## config.mk

```make
export PLATFORM = sky130hd
export DESIGN_NAME = ram_access_arbiter
export DESIGN_NICKNAME = d
export VERILOG_FILES = /design/src/rtl/ram_access_arbiter_pkg.sv /design/src/rtl/ram_access_arbiter_pick.sv /design/src/rtl/ram_access_arbiter.sv
export SDC_FILE = /design/constraint.sdc
export NUM_CORES = 1
export LEC_CHECK = 0
export ABC_AREA = 1
export CORE_UTILIZATION = 38
export CTS_CLUSTER_SIZE = 8
export DETAILED_ROUTE_END_ITERATION = 16
export PLACE_DENSITY = 0.74
export SETUP_SLACK_MARGIN = 0.2
export SYNTH_ARGS = -nofsm -noshare
export SYNTH_HDL_FRONTEND = slang
export SYNTH_SLANG_ARGS = --single-unit
```

## constraint.sdc

```tcl
create_clock -name clk -period 1.3 [get_ports clk]
set_clock_uncertainty 0.15 [all_clocks]
set_input_delay 0.13 -clock clk [delete_from_list [all_inputs] [get_ports clk]]
set_output_delay 0.13 -clock clk [all_outputs]
set_load 0.05 [all_outputs]
```

## src/rtl/ram_access_arbiter_pkg.sv

```systemverilog
// Shared encodings and default sizes for the RAM access arbiter
// and the RAM array clients that reuse them.
package ram_access_arbiter_pkg;

  localparam int DATA_W_DEF = 4;
  localparam int ADDR_W_DEF = 2;

  typedef enum logic [1:0] {
    IDLE   = 2'd0,
    ACCESS = 2'd1,
    DONE   = 2'd2
  } state_t;

endpackage

```

## src/rtl/ram_access_arbiter_pick.sv

```systemverilog
// Two-way winner select: round-robin by default, fixed priority
// to requester 0 when RAM_ARB_FIXED_PRIORITY_EN is defined.
module rr_pick2 (
  input  logic req0,
  input  logic req1,
  input  logic ptr,
  output logic any,
  output logic win
);

  assign any = req0 | req1;

`ifdef RAM_ARB_FIXED_PRIORITY_EN
  logic unused_ptr;
  assign unused_ptr = ptr;

  always_comb win = ~req0;
`else
  always_comb begin
    win = 1'b0;
    unique case (1'b1)
      (req0 && req1):  win = ptr;
      (req1 && !req0): win = 1'b1;
      default:         win = 1'b0;
    endcase
  end
`endif

endmodule

```

## src/rtl/ram_access_arbiter.sv

```systemverilog
// Two-requester arbiter/sequencer for a single-port word RAM.
// Optional RAM_ARB_FIXED_PRIORITY_EN: requester 0 always wins.
module ram_access_arbiter
  import ram_access_arbiter_pkg::*;
#(
  parameter int DATA_W = DATA_W_DEF,
  parameter int ADDR_W = ADDR_W_DEF
) (
  input  logic              clk,
  input  logic              clear,
  input  logic              req0,
  input  logic              req1,
  input  logic              we0,
  input  logic              we1,
  input  logic [ADDR_W-1:0] addr0,
  input  logic [ADDR_W-1:0] addr1,
  input  logic [DATA_W-1:0] wdata0,
  input  logic [DATA_W-1:0] wdata1,
  output logic              gnt0,
  output logic              gnt1,
  output logic              done0,
  output logic              done1,
  output logic [DATA_W-1:0] rdata0,
  output logic [DATA_W-1:0] rdata1,
  output logic              ram_rw,
  output logic              ram_sel,
  output logic [ADDR_W-1:0] ram_addr,
  output logic [DATA_W-1:0] ram_wdata,
  input  logic [DATA_W-1:0] ram_rdata
);

  state_t state;
  logic   ptr;
  logic   cmd_id;
  logic   any;
  logic   win;

  rr_pick2 u_pick (
    .req0 (req0),
    .req1 (req1),
    .ptr  (ptr),
    .any  (any),
    .win  (win)
  );

  always_ff @(posedge clk) begin
    if (!clear) begin
      state     <= IDLE;
      ptr       <= 1'b0;
      cmd_id    <= 1'b0;
      gnt0      <= 1'b0;
      gnt1      <= 1'b0;
      done0     <= 1'b0;
      done1     <= 1'b0;
      ram_rw    <= 1'b0;
      ram_sel   <= 1'b0;
      ram_addr  <= '0;
      ram_wdata <= '0;
      rdata0    <= '0;
      rdata1    <= '0;
    end else begin
      unique case (state)
        IDLE: begin
          // RAM outputs double as the latched command
          if (any) begin
            state     <= ACCESS;
            cmd_id    <= win;
            gnt0      <= ~win;
            gnt1      <= win;
            ram_sel   <= 1'b1;
            ram_rw    <= win ? we1 : we0;
            ram_addr  <= win ? addr1 : addr0;
            ram_wdata <= win ? wdata1 : wdata0;
          end
        end
        ACCESS: begin
          state     <= DONE;
          gnt0      <= 1'b0;
          gnt1      <= 1'b0;
          ram_sel   <= 1'b0;
          ram_rw    <= 1'b0;
          ram_addr  <= '0;
          ram_wdata <= '0;
          done0     <= ~cmd_id;
          done1     <= cmd_id;
          if (!ram_rw) begin
            if (cmd_id) rdata1 <= ram_rdata;
            else        rdata0 <= ram_rdata;
          end
        end
        DONE: begin
          state <= IDLE;
          done0 <= 1'b0;
          done1 <= 1'b0;
          ptr   <= ~cmd_id;
        end
        default: state <= IDLE;
      endcase
    end
  end

endmodule
```

==> reports/results.txt, run 1 <==
status: finished with violations
failing checks: setup timing
Top FF cell, synth: dfxtp_1
core area: 2570 sq um
worst r2r dst: rdata0[0]
first-pass iteration count of the detailed router: 4
top cell type's share of synthesized area: 0.447
Tmin final: 1.46 ns
Reg2Reg Depth: 7
CP max stage cell: dfxtp_2
root cell of the clock tree: clkbuf_4
Lkg Pwr: 0.000869 uW
Int Power: 1750 uW
Max VDD drop: 1050 uV
GRT Util Overall: 0.217
Clock Power Share: 0.201
clk buf depth: 2
vias in the first global route: 1118
CP peak stage delay: 0.36 ns
Reg power frac: 0.349
CP startpoint kind: register
max-slew violation count: 0
ys async rst share: 0
Mapped Area: 1070 sq um
worst slew pin tran: 0.498 ns
setup violators final: 24
WHS Path Cells: 3
sw power: 965 uW
cell with the most instances after synthesis: nand2_1
Final HPWL DP: 2280 um
DIE HEIGHT: 55.2 um
pin count of the biggest net entering global routing: 15
share of cells above drive strength 1: 0.484
max-cap violations: 0
DR iter-0 viols: 28
Synth top cells by count: 40 x nand2_1, 24 x dfxtp_1, 19 x a21oi_1
clock transition at the registers of the reported paths: 0.14 ns
# clock sinks: 24
DRC violations left: 0
H-tree levels: 1
syn nets: 176
PortBufs: 41
crit path launch: state[1]
worst-path fanout max: 5
RSZ-0062 raised after global routing: true
Distinct cells, synth: 16
total gr overflow: 0
crit share post-route: 1.13
Initial Util: 0.419
Seq cells post-synth: 24
Post-synth EDFFs: 0
Ant. Diodes: 0
Final Hold Viols: 0
TritonCTS clock tree: yes
CP cell instances: inv_4, ha_4, inv_2, nor3_4, inv_2, nor2_1, nor2_1
PwrDens: 1290 nW/um^2
worst hold-check path type: in2reg
Antenna Nets Post-Route: 0
final hold slack: 0.284 ns
gp weighted congestion: 0.804
synthesized instance count: 150
mean area per synthesized cell: 7.17 sq um
fmax: 683 MHz
setup slack after layout: -0.163 ns
first-pass GRT wire length: 4570 um
endpoint type of the worst setup path: register
crit path to: rdata0[0]
synth top area cells: dfxtp_1 45%, nand2_1 14%, a21oi_1 8.8%
Rel. slew slack: 0.668
Reg2Reg Setup Slack: -0.16 ns
CP arrival: 1.54 ns
Ports: 42
Post-Route WL: 3560 um
cts bufs inserted: 3
initial antenna violation count: 0
Yosys top cell by area: dfxtp_1
Reg2Reg Launch Point: state[1]
Vias/cell: 5.26
vias post-DR: 1279
insertion delay to the later sink of the worst-skew pair: 0.32 ns
Ys Warns: 0
sequential fraction of the synthesis area: 0.447
Synth-to-Final Area Change: 96.0%
Gate power share: 0.450
switching fraction of total power: 0.356
die width: 55.2 um
nets: 240
die area: 3040 sq um
DR WL/cell: 14.6 um
required time of the critical path: 1.38 ns
Worst Setup Path Type: reg2reg
Buf/Inv on CP: 3
Final TNS setup: -2.27 ns
# rows: 18
critical path depth: 7
Top delay family on crit path: simple AND/OR/NAND/NOR gates
-- routing by layer --
layer / track usage / routed length, um / share of wire / vias up
met5: 0 / 0 / 0 / -
met2: 0.422 / 1840 / 0.52 / 55
met4: 0.0917 / 110 / 0.031 / 0
met3: 0.0546 / 247 / 0.069 / 14
met1: 0.214 / 1360 / 0.38 / 601
li1: - / - / - / 609
-- worst min-delay path by stage --
stage	from	to	slack (ns)
after floorplan	clear	ram_sel	0.10
after global placement	ram_sel	ram_sel	0.32
after detailed placement	ram_sel	ram_sel	0.33
after CTS	ram_rdata[3]	rdata1[3]	0.25
after global routing	ram_rdata[1]	rdata0[1]	0.27
final	ram_rdata[2]	rdata0[2]	0.28
-- power by group through the flow --
stage / clock network [uW] / registers [uW] / logic (uW)
floorplan: 0 / 1130 / 337
global placement: 0 / 932 / 1030
detailed placement: 0 / 936 / 1060
CTS: 556 / 933 / 1120
global route: 594 / 955 / 1290
finish: 545 / 946 / 1220
-- layout make-up --
cell class / instances / area, sq um
Fill cell: 153 / 460
Timing Repair Buffer: 63 / 791
Multi-Input combinational cell: 108 / 657
Clock inverter: 1 / 30.0
Inverter: 14 / 57.6
Sequential cell: 24 / 512
Clock buffer: 3 / 22.5
Tap cell: 30 / 37.5
-- flip-flops by register name, indices dropped and copies added (netlist names) --
register	count
cmd_id	1
done0	1
done1	1
gnt0	1
gnt1	1
ptr	1
ram_addr	2
ram_rw	1
ram_sel	1
ram_wdata	4
rdata0	4
rdata1	4
state	2
-- cell usage in the layout, fill, tap and decap left out, drive strengths merged --
cell type / n
nor2: 18
ha: 4
clkinv: 1
a21oi: 20
nor3: 1
nand2: 41
bufinv: 1
inv: 13
buf: 42
clkdlybuf4s50: 21
nand3: 17
clkbuf: 3
dfxtp: 24
o21ai: 7
-- stage by stage --
stage | utilization | std cells | power [uW] | setup WS [ns] | area [sq um]
after floorplan | - | 150 | 1470 | -0.00861 | 1130
after global placement | 0.724 | 232 | 1970 | -0.208 | 1860
after detailed placement | 0.724 | 232 | 1990 | -0.247 | 1860
after CTS | 0.780 | 240 | 2610 | -0.0880 | 2000
after global routing | 0.821 | 243 | 2840 | -0.227 | 2110
final | 0.821 | 243 | 2710 | -0.163 | 2110
-- worst min-delay path, delay by kind of cell --
family                 cells  cell delay [ns]
and+or+nand+nor            2             0.16
buffers and inverters      1             0.44
-- repair_timing --
action	4_1_cts	5_1_grt
resized for setup	30	24
endpoints found under the setup margin	44	44
pin swaps	6	8
hold buffers	0	0
setup buffers	4	3
-- cells by family (layout without fill, tap and decap cells) --
logic type / after synthesis / count (layout) / share of synthesized area
buffers and inverters: 18 / 81 / 0.0757
adder cells (fa/ha/maj): 4 / 4 / 0.0466
AO/OA/AOI/OAI: 27 / 27 / 0.129
AND/OR/NAND/NOR: 77 / 77 / 0.302
flip-flops: 24 / 24 / 0.447
Power figures use the tool's default switching activity.
==> run 2, diff against run 1 <==
--- a/config.mk
+++ b/config.mk
@@ -6,10 +6,11 @@
 export NUM_CORES = 1
 export LEC_CHECK = 0
 export ABC_AREA = 1
-export CORE_UTILIZATION = 38
+export CORE_UTILIZATION = 54
 export CTS_CLUSTER_SIZE = 8
 export DETAILED_ROUTE_END_ITERATION = 16
-export PLACE_DENSITY = 0.74
+export DONT_BUFFER_PORTS = 1
+export PLACE_DENSITY = 0.72
 export SETUP_SLACK_MARGIN = 0.2
 export SYNTH_ARGS = -nofsm -noshare
 export SYNTH_HDL_FRONTEND = slang
==> constraint.sdc (replaced) <==
create_clock -name clk -period 1.3 [get_ports clk]
set_clock_uncertainty 0.15 [all_clocks]
set_input_delay 0.325 -clock clk [delete_from_list [all_inputs] [get_ports clk]]
set_output_delay 0.325 -clock clk [all_outputs]
set_load 0.05 [all_outputs]
==> run 2 against run 1 <==
Against the previous run: the run now fails in global routing; synthesized cell count stayed put; area after synthesis stayed put.
==> reports/results.txt, run 2 <==
Seq cells post-synth: 24
Ys Warns: 0
Post-synth EDFFs: 0
Mapped Area: 1070 sq um
ys async rst share: 0
synthesized instance count: 150
pin count of the biggest net entering global routing: 14
initial antenna violation count: 0
top cell type's share of synthesized area: 0.447
Fail Step: global routing
Ports: 42
cell with the most instances after synthesis: nand2_1
DIE HEIGHT: 46.6 um
Final HPWL DP: 2000 um
root cell of the clock tree: clkbuf_4
worst_ep kind: register input
synth top area cells: dfxtp_1 45%, nand2_1 14%, a21oi_1 8.8%
cts bufs inserted: 3
Err: [ERROR DPL-0033] detailed placement checks failed during check placement.
sequential fraction of the synthesis area: 0.447
Top FF cell, synth: dfxtp_1
Initial Util: 0.597
status: did not finish
last worst endpoint in the global-route repair_timing: ram_wdata[1]$_SDFFE_PN0P_/D
clk buf depth: 2
# clock sinks: 24
mean area per synthesized cell: 7.17 sq um
die width: 46.6 um
# rows: 15
Distinct cells, synth: 16
Synth top cells by count: 40 x nand2_1, 24 x dfxtp_1, 19 x a21oi_1
syn nets: 176
gp weighted congestion: 0.751
dpl cells: 201
Yosys top cell by area: dfxtp_1
PortBufs: 0
H-tree levels: 1
## run 2: cell counts after synthesis
No cell type changed its count.
## run 2: stage by stage
stage                     setup TNS [ns]  hold WS (ns)   util  setup slack [ns]  cell area (sq um)
after CTS                          -1.55       0.00406  0.908            -0.103               1640
after global placement            -0.295         0.303  0.762           -0.0345               1370
after detailed placement           -1.10         0.311  0.762           -0.0945               1370
after floorplan                  -0.0419         0.298      -          -0.00861               1130
## run 2: repair_timing
action	CTS
hold buffers	3
resized for setup	64
setup buffers	1
pin swaps	4
endpoints found under the hold margin	8
setup endpoints to repair	44
## run 2: cell families after synthesis
| logic type | synth area share |
|---|---|
| and+or+nand+nor | 0.302 |
| AOI/OAI and AO/OA | 0.129 |
| DFF | 0.447 |
| buffers and inverters | 0.0757 |
| adders and majority gates | 0.0466 |
==> run 3, diff against run 2 <==
--- a/config.mk
+++ b/config.mk
@@ -6,12 +6,11 @@
 export NUM_CORES = 1
 export LEC_CHECK = 0
 export ABC_AREA = 1
-export CORE_UTILIZATION = 54
-export CTS_CLUSTER_SIZE = 8
+export CORE_AREA = 2 2 63 65
 export DETAILED_ROUTE_END_ITERATION = 16
+export DIE_AREA = 0 0 65 67
 export DONT_BUFFER_PORTS = 1
-export PLACE_DENSITY = 0.72
-export SETUP_SLACK_MARGIN = 0.2
+export PLACE_DENSITY_LB_ADDON = 0.15
 export SYNTH_ARGS = -nofsm -noshare
 export SYNTH_HDL_FRONTEND = slang
 export SYNTH_SLANG_ARGS = --single-unit
==> constraint.sdc (replaced) <==
create_clock -name clk -period 1.7 [get_ports clk]
set_clock_uncertainty 0.15 [all_clocks]
set_input_delay 0.425 -clock clk [delete_from_list [all_inputs] [get_ports clk]]
set_output_delay 0.425 -clock clk [all_outputs]
set_load 0.05 [all_outputs]
==> run 3 against run 2 <==
Against the previous run: the flow now finishes without violations.
==> reports/results.txt, run 3 (synthesis gave the netlist of run 1 again) <==
clock transition at the registers of the reported paths: 0.08 ns
crit path launch: ram_rw
Post-Route WL: 2510 um
first-pass iteration count of the detailed router: 4
DR WL/cell: 12.5 um
switching fraction of total power: 0.384
Setup WS pre-CTS: 0.0473 ns
CP max stage cell: dfxtp_1
met1 Usage GRT: 0.150
Reg power frac: 0.561
core area: 3610 sq um
Lkg Pwr: 0.000502 uW
CP arrival: 1.01 ns
pin count of the biggest net entering global routing: 18
max-slew violation count: 0
GR Layer Usage met2: 0.233
Gate power share: 0.186
die width: 65 um
PwrDens: 1270 nW/um^2
share of cells above drive strength 1: 0.105
Max VDD drop: 581 uV
worst-path fanout max: 4
commonest cells after routing, fill and taps aside: 40 x nand2_1, 24 x dfxtp_1, 19 x a21oi_1
sw power: 585 uW
DIE HEIGHT: 67 um
Rel. slew slack: 0.648
setup slack after layout: 0.118 ns
met3 usage: 0.0524
Ports: 42
# rows: 22
fmax: 632 MHz
Tmin final: 1.58 ns
Initial Util: 0.298
Antenna Nets Post-Route: 0
gp weighted congestion: 0.720
Ant. Diodes: 0
worst slew pin tran: 0.527 ns
Final HPWL DP: 1950 um
endpoint type of the worst setup path: output pin
Buf/Inv on CP: 1
H-tree levels: 1
grt peak-use layer: met2
Final TNS setup: 0 ns
vias in the first global route: 1005
Worst Setup Path Type: reg2out
vias post-DR: 963
CP peak stage delay: 0.49 ns
die area: 4360 sq um
CP cell instances: buf_4
GRT Util Overall: 0.136
instance area after placement: 1130 sq um
root cell of the clock tree: clkbuf_8
post-route cell area: 1200 sq um
clk buf depth: 2
worst hold-check path type: in2reg
CP startpoint kind: register
first-pass GRT wire length: 4520 um
setup violators final: 0
insertion delay to the later sink of the worst-skew pair: 0.26 ns
required time of the critical path: 1.12 ns
cts bufs inserted: 3
Final Hold Viols: 0
initial antenna violation count: 0
status: finished, final reports clean
Reg2Reg Launch Point: state[0]
crit share post-route: 0.931
total gr overflow: 0
Synth-to-Final Area Change: 11.6%
Clock Power Share: 0.254
fill count: 402
Hold Buf Count CTS: 0
PortBufs: 0
TritonCTS clock tree: yes
max-cap violations: 0
DR iter-0 viols: 24
Tot Pwr: 1520 uW
Int Power: 938 uW
Worst Hold Launch: clear
commonest non-fill, non-tap cell in the layout: nand2_1
nets: 180
DRC violations left: 0
Top delay family on crit path: flip-flops
# clock sinks: 24
Regs by FF count: ram_wdata: 4 flops, rdata0: 4 flops, rdata1: 4 flops
Vias/cell: 4.79
RSZ-0062 raised after global routing: false
## run 3: final cells by class
type                    instances  area (sq um)  share of cell area
repair buffers                  3          22.5              0.0188
multi-input cells             108           529               0.441
clock buffers                   4          55.1              0.0459
well taps                      48          60.1              0.0501
inverters                      14          52.6              0.0438
flip-flops and latches         24           480               0.400
## run 3: power by group through the flow
stage                     Sequential [uW]  Clock (uW)  Combinational, uW
after floorplan                       858           0                218
after global placement                865           0                267
after detailed placement              866           0                275
after CTS                             853         404                277
after global routing                  865         432                332
final                                 854         386                283
## run 3: layer usage
metal | share of wire | wire length, um
met1 | 0.42 | 1050
met2 | 0.47 | 1190
met3 | 0.085 | 214
met4 | 0.023 | 57
met5 | 0 | 0
## run 3: path summary, 6_finish.rpt
check	endpoint	slack [ns]	depth (start not counted)
max	ram_rw	0.12	1
min	ram_sel	0.13	2
max reg2reg	ram_addr[0]	0.15	9
min reg2reg	state[1]	0.35	2
## run 3: repair_timing
action / in CTS / in global routing
endpoints found under the hold margin: 0 / 0
setup endpoints to repair: 0 / 11
buffers inserted: 0 / 0
resized for setup: 0 / 6
## run 3: through the flow
step	util	hold WS, ns	std cells
floorplan	-	0.306	150
global placement	0.313	0.319	197
detailed placement	0.313	0.340	197
CTS	0.328	0.122	201
global route	0.333	0.114	201
finish	0.333	0.129	201
## run 3: worst register-to-register path, stage by stage, from the launching register on
cell     delay (ns)
dfxtp_1        0.33
inv_1          0.13
ha_2           0.25
nor2_1         0.06
a21oi_2        0.17
buf_4          0.17
nor2_1         0.04
nor2_1         0.10
nand2_1        0.07
inv_1          0.04
==> run 4, diff against run 3 <==
--- a/config.mk
+++ b/config.mk
@@ -7,6 +7,7 @@
 export LEC_CHECK = 0
 export ABC_AREA = 1
 export CORE_AREA = 2 2 63 65
+export CTS_CLUSTER_SIZE = 25
 export DETAILED_ROUTE_END_ITERATION = 16
 export DIE_AREA = 0 0 65 67
 export DONT_BUFFER_PORTS = 1
==> results of run 4 <==
Same layout as run 3: the final DEF is identical, and so are final timing and power.
